==> src/rtl/vga_timing_gen.sv <==
// vga_timing_gen: 640x480@60Hz raster timing generator.
// Divides clk down to a pixel strobe, walks hCount/vCount across the raster,
// registers sync and blanked colour with one pixel of latency, and emits
// frame-rate and game-rate strobes for clk-domain game logic.
module vga_timing_gen #(
   parameter int unsigned PIX_DIV  = 4,
   parameter int unsigned H_TOTAL  = 800,
   parameter int unsigned H_SYNC   = 96,
   parameter int unsigned H_VIS_LO = 144,
   parameter int unsigned H_VIS_HI = 783,
   parameter int unsigned V_TOTAL  = 525,
   parameter int unsigned V_SYNC   = 2,
   parameter int unsigned V_VIS_LO = 35,
   parameter int unsigned V_VIS_HI = 514,
   parameter int unsigned GAME_DIV = 2
) (
   input  logic        clk,
   input  logic        rst,
   input  logic [11:0] rgb_in,
   output logic        pix_en,
   output logic [9:0]  hCount,
   output logic [9:0]  vCount,
   output logic        bright,
   output logic        frame_tick,
   output logic        game_tick,
   output logic        vga_hs,
   output logic        vga_vs,
   output logic [11:0] vga_rgb
);

   localparam int unsigned DIV_W  = (PIX_DIV  > 1) ? $clog2(PIX_DIV)  : 1;
   localparam int unsigned GAME_W = (GAME_DIV > 1) ? $clog2(GAME_DIV) : 1;

   localparam logic [DIV_W-1:0]  DIV_LAST  = DIV_W'(PIX_DIV - 1);
   localparam logic [GAME_W-1:0] GAME_LAST = GAME_W'(GAME_DIV - 1);
   localparam logic [9:0]        H_LAST    = 10'(H_TOTAL - 1);
   localparam logic [9:0]        V_LAST    = 10'(V_TOTAL - 1);
   localparam logic [9:0]        H_SYNC_W  = 10'(H_SYNC);
   localparam logic [9:0]        V_SYNC_W  = 10'(V_SYNC);
   localparam logic [9:0]        H_LO      = 10'(H_VIS_LO);
   localparam logic [9:0]        H_HI      = 10'(H_VIS_HI);
   localparam logic [9:0]        V_LO      = 10'(V_VIS_LO);
   localparam logic [9:0]        V_HI      = 10'(V_VIS_HI);

   logic [DIV_W-1:0]  div_cnt;
   logic [GAME_W-1:0] frame_cnt;
   logic              h_last;
   logic              v_last;
   logic              hs_raw;
   logic              vs_raw;

   // Pixel strobe: last phase of the clock divider.
   always_comb begin
      pix_en = (div_cnt == DIV_LAST);
   end

   // Clock divider: counts 0..PIX_DIV-1, restarting on the strobe.
   always_ff @(posedge clk or posedge rst) begin
      if (rst) begin
         div_cnt <= '0;
      end else if (pix_en) begin
         div_cnt <= '0;
      end else begin
         div_cnt <= div_cnt + 1'b1;
      end
   end

   // Raster end-of-line / end-of-frame detection.
   always_comb begin
      h_last = (hCount == H_LAST);
      v_last = (vCount == V_LAST);
   end

   // Raster counters: advance one pixel per strobe, wrap only at the terminal values.
   always_ff @(posedge clk or posedge rst) begin
      if (rst) begin
         hCount <= '0;
         vCount <= '0;
      end else if (pix_en) begin
         if (h_last) begin
            hCount <= '0;
            if (v_last) begin
               vCount <= '0;
            end else begin
               vCount <= vCount + 1'b1;
            end
         end else begin
            hCount <= hCount + 1'b1;
         end
      end
   end

   // Visible window and raw active-low syncs for the current raster position.
   always_comb begin
      bright = (hCount >= H_LO) && (hCount <= H_HI) &&
               (vCount >= V_LO) && (vCount <= V_HI);
      hs_raw = (hCount >= H_SYNC_W);
      vs_raw = (vCount >= V_SYNC_W);
   end

   // Output pipeline: sync and blanked colour registered together so they stay aligned.
   always_ff @(posedge clk or posedge rst) begin
      if (rst) begin
         vga_hs  <= 1'b1;
         vga_vs  <= 1'b1;
         vga_rgb <= '0;
      end else if (pix_en) begin
         vga_hs  <= hs_raw;
         vga_vs  <= vs_raw;
         vga_rgb <= bright ? rgb_in : 12'h000;
      end
   end

   // Frame strobe on the last pixel of the frame; game strobe on every GAME_DIV-th frame.
   always_comb begin
      frame_tick = pix_en && h_last && v_last;
      game_tick  = frame_tick && (frame_cnt == GAME_LAST);
   end

   // Frame counter: 0..GAME_DIV-1, advancing on each frame strobe.
   always_ff @(posedge clk or posedge rst) begin
      if (rst) begin
         frame_cnt <= '0;
      end else if (frame_tick) begin
         if (frame_cnt == GAME_LAST) begin
            frame_cnt <= '0;
         end else begin
            frame_cnt <= frame_cnt + 1'b1;
         end
      end
   end

endmodule
==> config.mk <==
export PLATFORM = sky130hd
export DESIGN_NAME = vga_timing_gen
export DESIGN_NICKNAME = d
export VERILOG_FILES = /design/src/rtl/vga_timing_gen.sv
export SDC_FILE = /design/constraint.sdc
export NUM_CORES = 1
export LEC_CHECK = 0
export CAP_MARGIN = 30
export CELL_PAD_IN_SITES_DETAIL_PLACEMENT = 1
export CELL_PAD_IN_SITES_GLOBAL_PLACEMENT = 2
export CORE_AREA = 2 2 81 83
export DETAILED_ROUTE_END_ITERATION = 6
export DIE_AREA = 0 0 83 85
export PLACE_DENSITY = 0.84
export SLEW_MARGIN = 10
export SYNTH_ARGS = -nofsm -noshare
export SYNTH_HDL_FRONTEND = slang
export SYNTH_SLANG_ARGS = --single-unit
==> constraint.sdc <==
create_clock -name clk -period 4.4 [get_ports clk]
set_input_delay 0.66 -clock clk [delete_from_list [all_inputs] [get_ports clk]]
set_output_delay 0.66 -clock clk [all_outputs]
set_load 0.02 [all_outputs]
==> results.py <==
metrics = {
    "status": {
        "status": "finished, final reports clean",
    },
    "finish": {
        "nets": 247,
        "final_area_sq_um": 2570,
        "syn2layout_area_growth_pct": 34.1,
        "layout-drive-gt1-share_pct": 9.21,
        "antenna_cells": 0,
    },
    "yosys": {
        "ys_types": 42,
        "syn_area_sq_um": 1910,
        "synthCells": 173,
        "ys_async_sr_fraction_pct": 100,
        "synth_flop_cell": "dfrtp_1",
        "yosysMostFrequentCell": "dfrtp_1",
        "netlist.area_leader.share_pct": 45.8,
        "yosys_warnings": 0,
        "syn_nets": 193,
        "synth_edf_count": 0,
        "netlist_top_cells_count": "35 x dfrtp_1, 12 x a31o_1, 11 x and2b_1",
        "syn_avg_cell_area_sq_um": 11.1,
        "synth-seq-area-share_pct": 48.5,
        "synth_top_area_cell": "dfrtp_1",
        "synthTopCellsByArea": "dfrtp_1 46%, a31o_1 5.5%, and2b_1 4.3%",
        "ys_ff_latch": 37,
    },
    "setup_path": {
        "worstPathArrival_ns": 2.52,
        "path_max_fanout": 17,
        "max_stage_delay_ns": 0.60,
        "cp.required_ns": 3.74,
        "critPathSlowestCell": "clkdlybuf4s50_1",
        "path_buf_inv": 1,
        "critical_path.top_delay_family": "simple AND/OR/NAND/NOR gates",
        "end_kind": "output port",
        "setup.worst_path.class": "flip-flop to output port",
        "cp-start-kind": "flip-flop",
        "path_cells": "ha_1, and3_2, and4_1, and3_1, clkdlybuf4s50_1",
    },
    "floorplanning": {
        "dieWidth_um": 83,
        "rows": 29,
        "ios": 52,
        "coreArea_sq_um": 6200,
        "die-height_um": 85,
        "die_area_sq_um": 7060,
        "initial_utilization_pct": 30.9,
    },
    "clocking": {
        "htreeDepth": 2,
        "cts_tree": "yes",
        "clockRootBuffer": "clkbuf_8",
        "post_cts_resized": 0,
        "ctsHoldBuffers": 0,
        "cts.sink_count": 37,
        "clock_latency_ns": 0.29,
        "clk_pin_slew_ns": 0.08,
        "clock_path_buffers": 2,
        "cts-buffers-inserted": 5,
        "postCtsSetupBuffers": 0,
    },
    "detailed_routing": {
        "met2_length_um": 2100,
        "firstDrtPassIters": 4,
        "via_per_inst": 5.03,
        "antenna_left": 0,
        "drt-met1-wl_um": 2060,
        "drc": 0,
        "wl_met3_um": 231,
        "post_drt_wl_per_cell_um": 14.6,
        "wl_um": 4450,
        "top_layer": "met4",
        "vias": 1533,
        "drtIter0Drc": 47,
    },
    "global_route": {
        "grt_util_all_layers_pct": 13.7,
        "antenna_found_initial": 0,
        "grt_pass1_wl_um": 7770,
        "globalRouteOverflowTotal": 0,
        "grt_start_max_net_pins": 38,
        "grt_pass1_vias": 1563,
    },
    "min_path": {
        "hp-class": "flip-flop to flip-flop",
    },
    "sta": {
        "final-hold-violation-count": 0,
        "setup_viol": 0,
        "slew_viol_final": 0,
        "timing.fmax_mhz": 314,
        "period_share_pct": 72.4,
        "skew_ns": 0.0101,
        "fin_tns_setup_ns": 0,
        "finalCriticalPeriod_ns": 3.18,
        "tightest_slew_ns": 0.500,
        "grt_setup_unrepaired": "false",
        "max_slew_margin_pct": 65.8,
    },
    "placement": {
        "numPortBuffers": 51,
        "placed_cell_area_sq_um": 2480,
        "dp_hpwl_um": 3190,
        "gp_congestion": 0.744,
    },
    "flow_run": {
        "drv_cap": 0,
    },
    "power": {
        "ir_drop_uv": 105,
        "p_per_area_nw_per_um2": 231,
        "p_leak_nw": 1.12,
    },
}
[final timing paths]
| kind | from | to | slack, ns | cells after the start |
|---|---|---|---|---|
| worst max-delay path | hCount[1] | game_tick | 1.22 | 5 |
| worst min-delay path | div_cnt[0] | div_cnt[0] | 0.45 | 1 |
| worst max register to register | hCount[1] | vCount[6] | 2.34 | 5 |
| worst min register to register | div_cnt[0] | div_cnt[0] | 0.45 | 1 |
| max in group asynchronous | rst | vga_hs | 3.28 | 3 |
| min in group asynchronous | rst | hCount[1] | 0.77 | 3 |
[cells in the final DEF, fill, tap and decap left out, types with 2 or more instances in the layout]
cell	count
nand3_1	7
xnor2_1	6
clkbuf_8	5
nor4_1	3
xor2_1	3
nand2b_1	2
nor2b_1	3
or3_1	2
ha_1	6
a31o_1	12
and2_1	4
nor2_1	9
and3_1	3
o21ai_0	5
a22o_1	2
o21ai_1	4
mux2i_1	2
clkdlybuf4s50_1	51
buf_4	3
and2b_1	11
nand4_1	10
dfstp_2	2
inv_1	7
clkinv_2	2
and4_1	4
dfrtp_1	35
nand2_1	6
a21oi_1	4
[area by class of cell]
class                           count  area [sq um]
Fill cell                         683          3640
Sequential cell                    37           928
Multi-Input combinational cell    122           897
Timing Repair Buffer               54           533
Tap cell                           77          96.3
Clock buffer                        5          68.8
Inverter                            7          26.3
Clock inverter                      3          17.5
[through the flow]
| step | utilization (%) | worst slack (ns) | hold WS, ns | power (W) | std cells |
|---|---|---|---|---|---|
| floorplan | - | 2.02 | 0.403 | 0.000352 | 173 |
| global placement | 40.0 | 1.60 | 0.414 | 0.000366 | 297 |
| detailed placement | 40.0 | 1.49 | 0.421 | 0.000366 | 297 |
| CTS | 41.4 | 1.16 | 0.451 | 0.000606 | 305 |
| global route | 41.4 | 1.04 | 0.469 | 0.000617 | 305 |
| finish | 41.4 | 1.22 | 0.450 | 0.000593 | 305 |
[registers in the layout, summed over array words and instances (netlist names)]
register / flops
vga_rgb: 12
hCount: 10
vCount: 10
div_cnt: 2
frame_cnt: 1
vga_hs: 1
vga_vs: 1
[worst reg2reg max path: cells and delay by family, from the launching register on]
family	cells	cell delay, ns
DFF	1	0.41
and+or+nand+nor	3	1.00
muxes	1	0.33
adders and majority gates	1	0.20
[power breakdown]
group          leakage [nW]  internal, W   total, W  switching [W]
Combinational         0.577    0.0000107  0.0000189     0.00000826
Clock                0.0439     0.000109   0.000235       0.000125
Sequential            0.495     0.000340   0.000340              0
Total                  1.12     0.000460   0.000593       0.000134
[logic make-up (layout without fill, tap and decap cells)]
group	after synthesis	after routing	synth area share, %
AOI/OAI and AO/OA	33	33	12.8
xor gates and xnor gates	9	9	4.12
adders and majority gates	6	6	3.92
buffers and inverters	14	69	4.64
DFF	37	37	48.5
muxes	3	3	1.83
and+or+nand+nor	71	71	24.2
[metal layers]
layer,global-route usage [%],vias to the layer above
met5,0,-
met4,4.47,0
met3,4.28,7
met2,21.0,34
met1,18.6,761
li1,-,731
No activity file was read; power rests on OpenSTA's default activity.
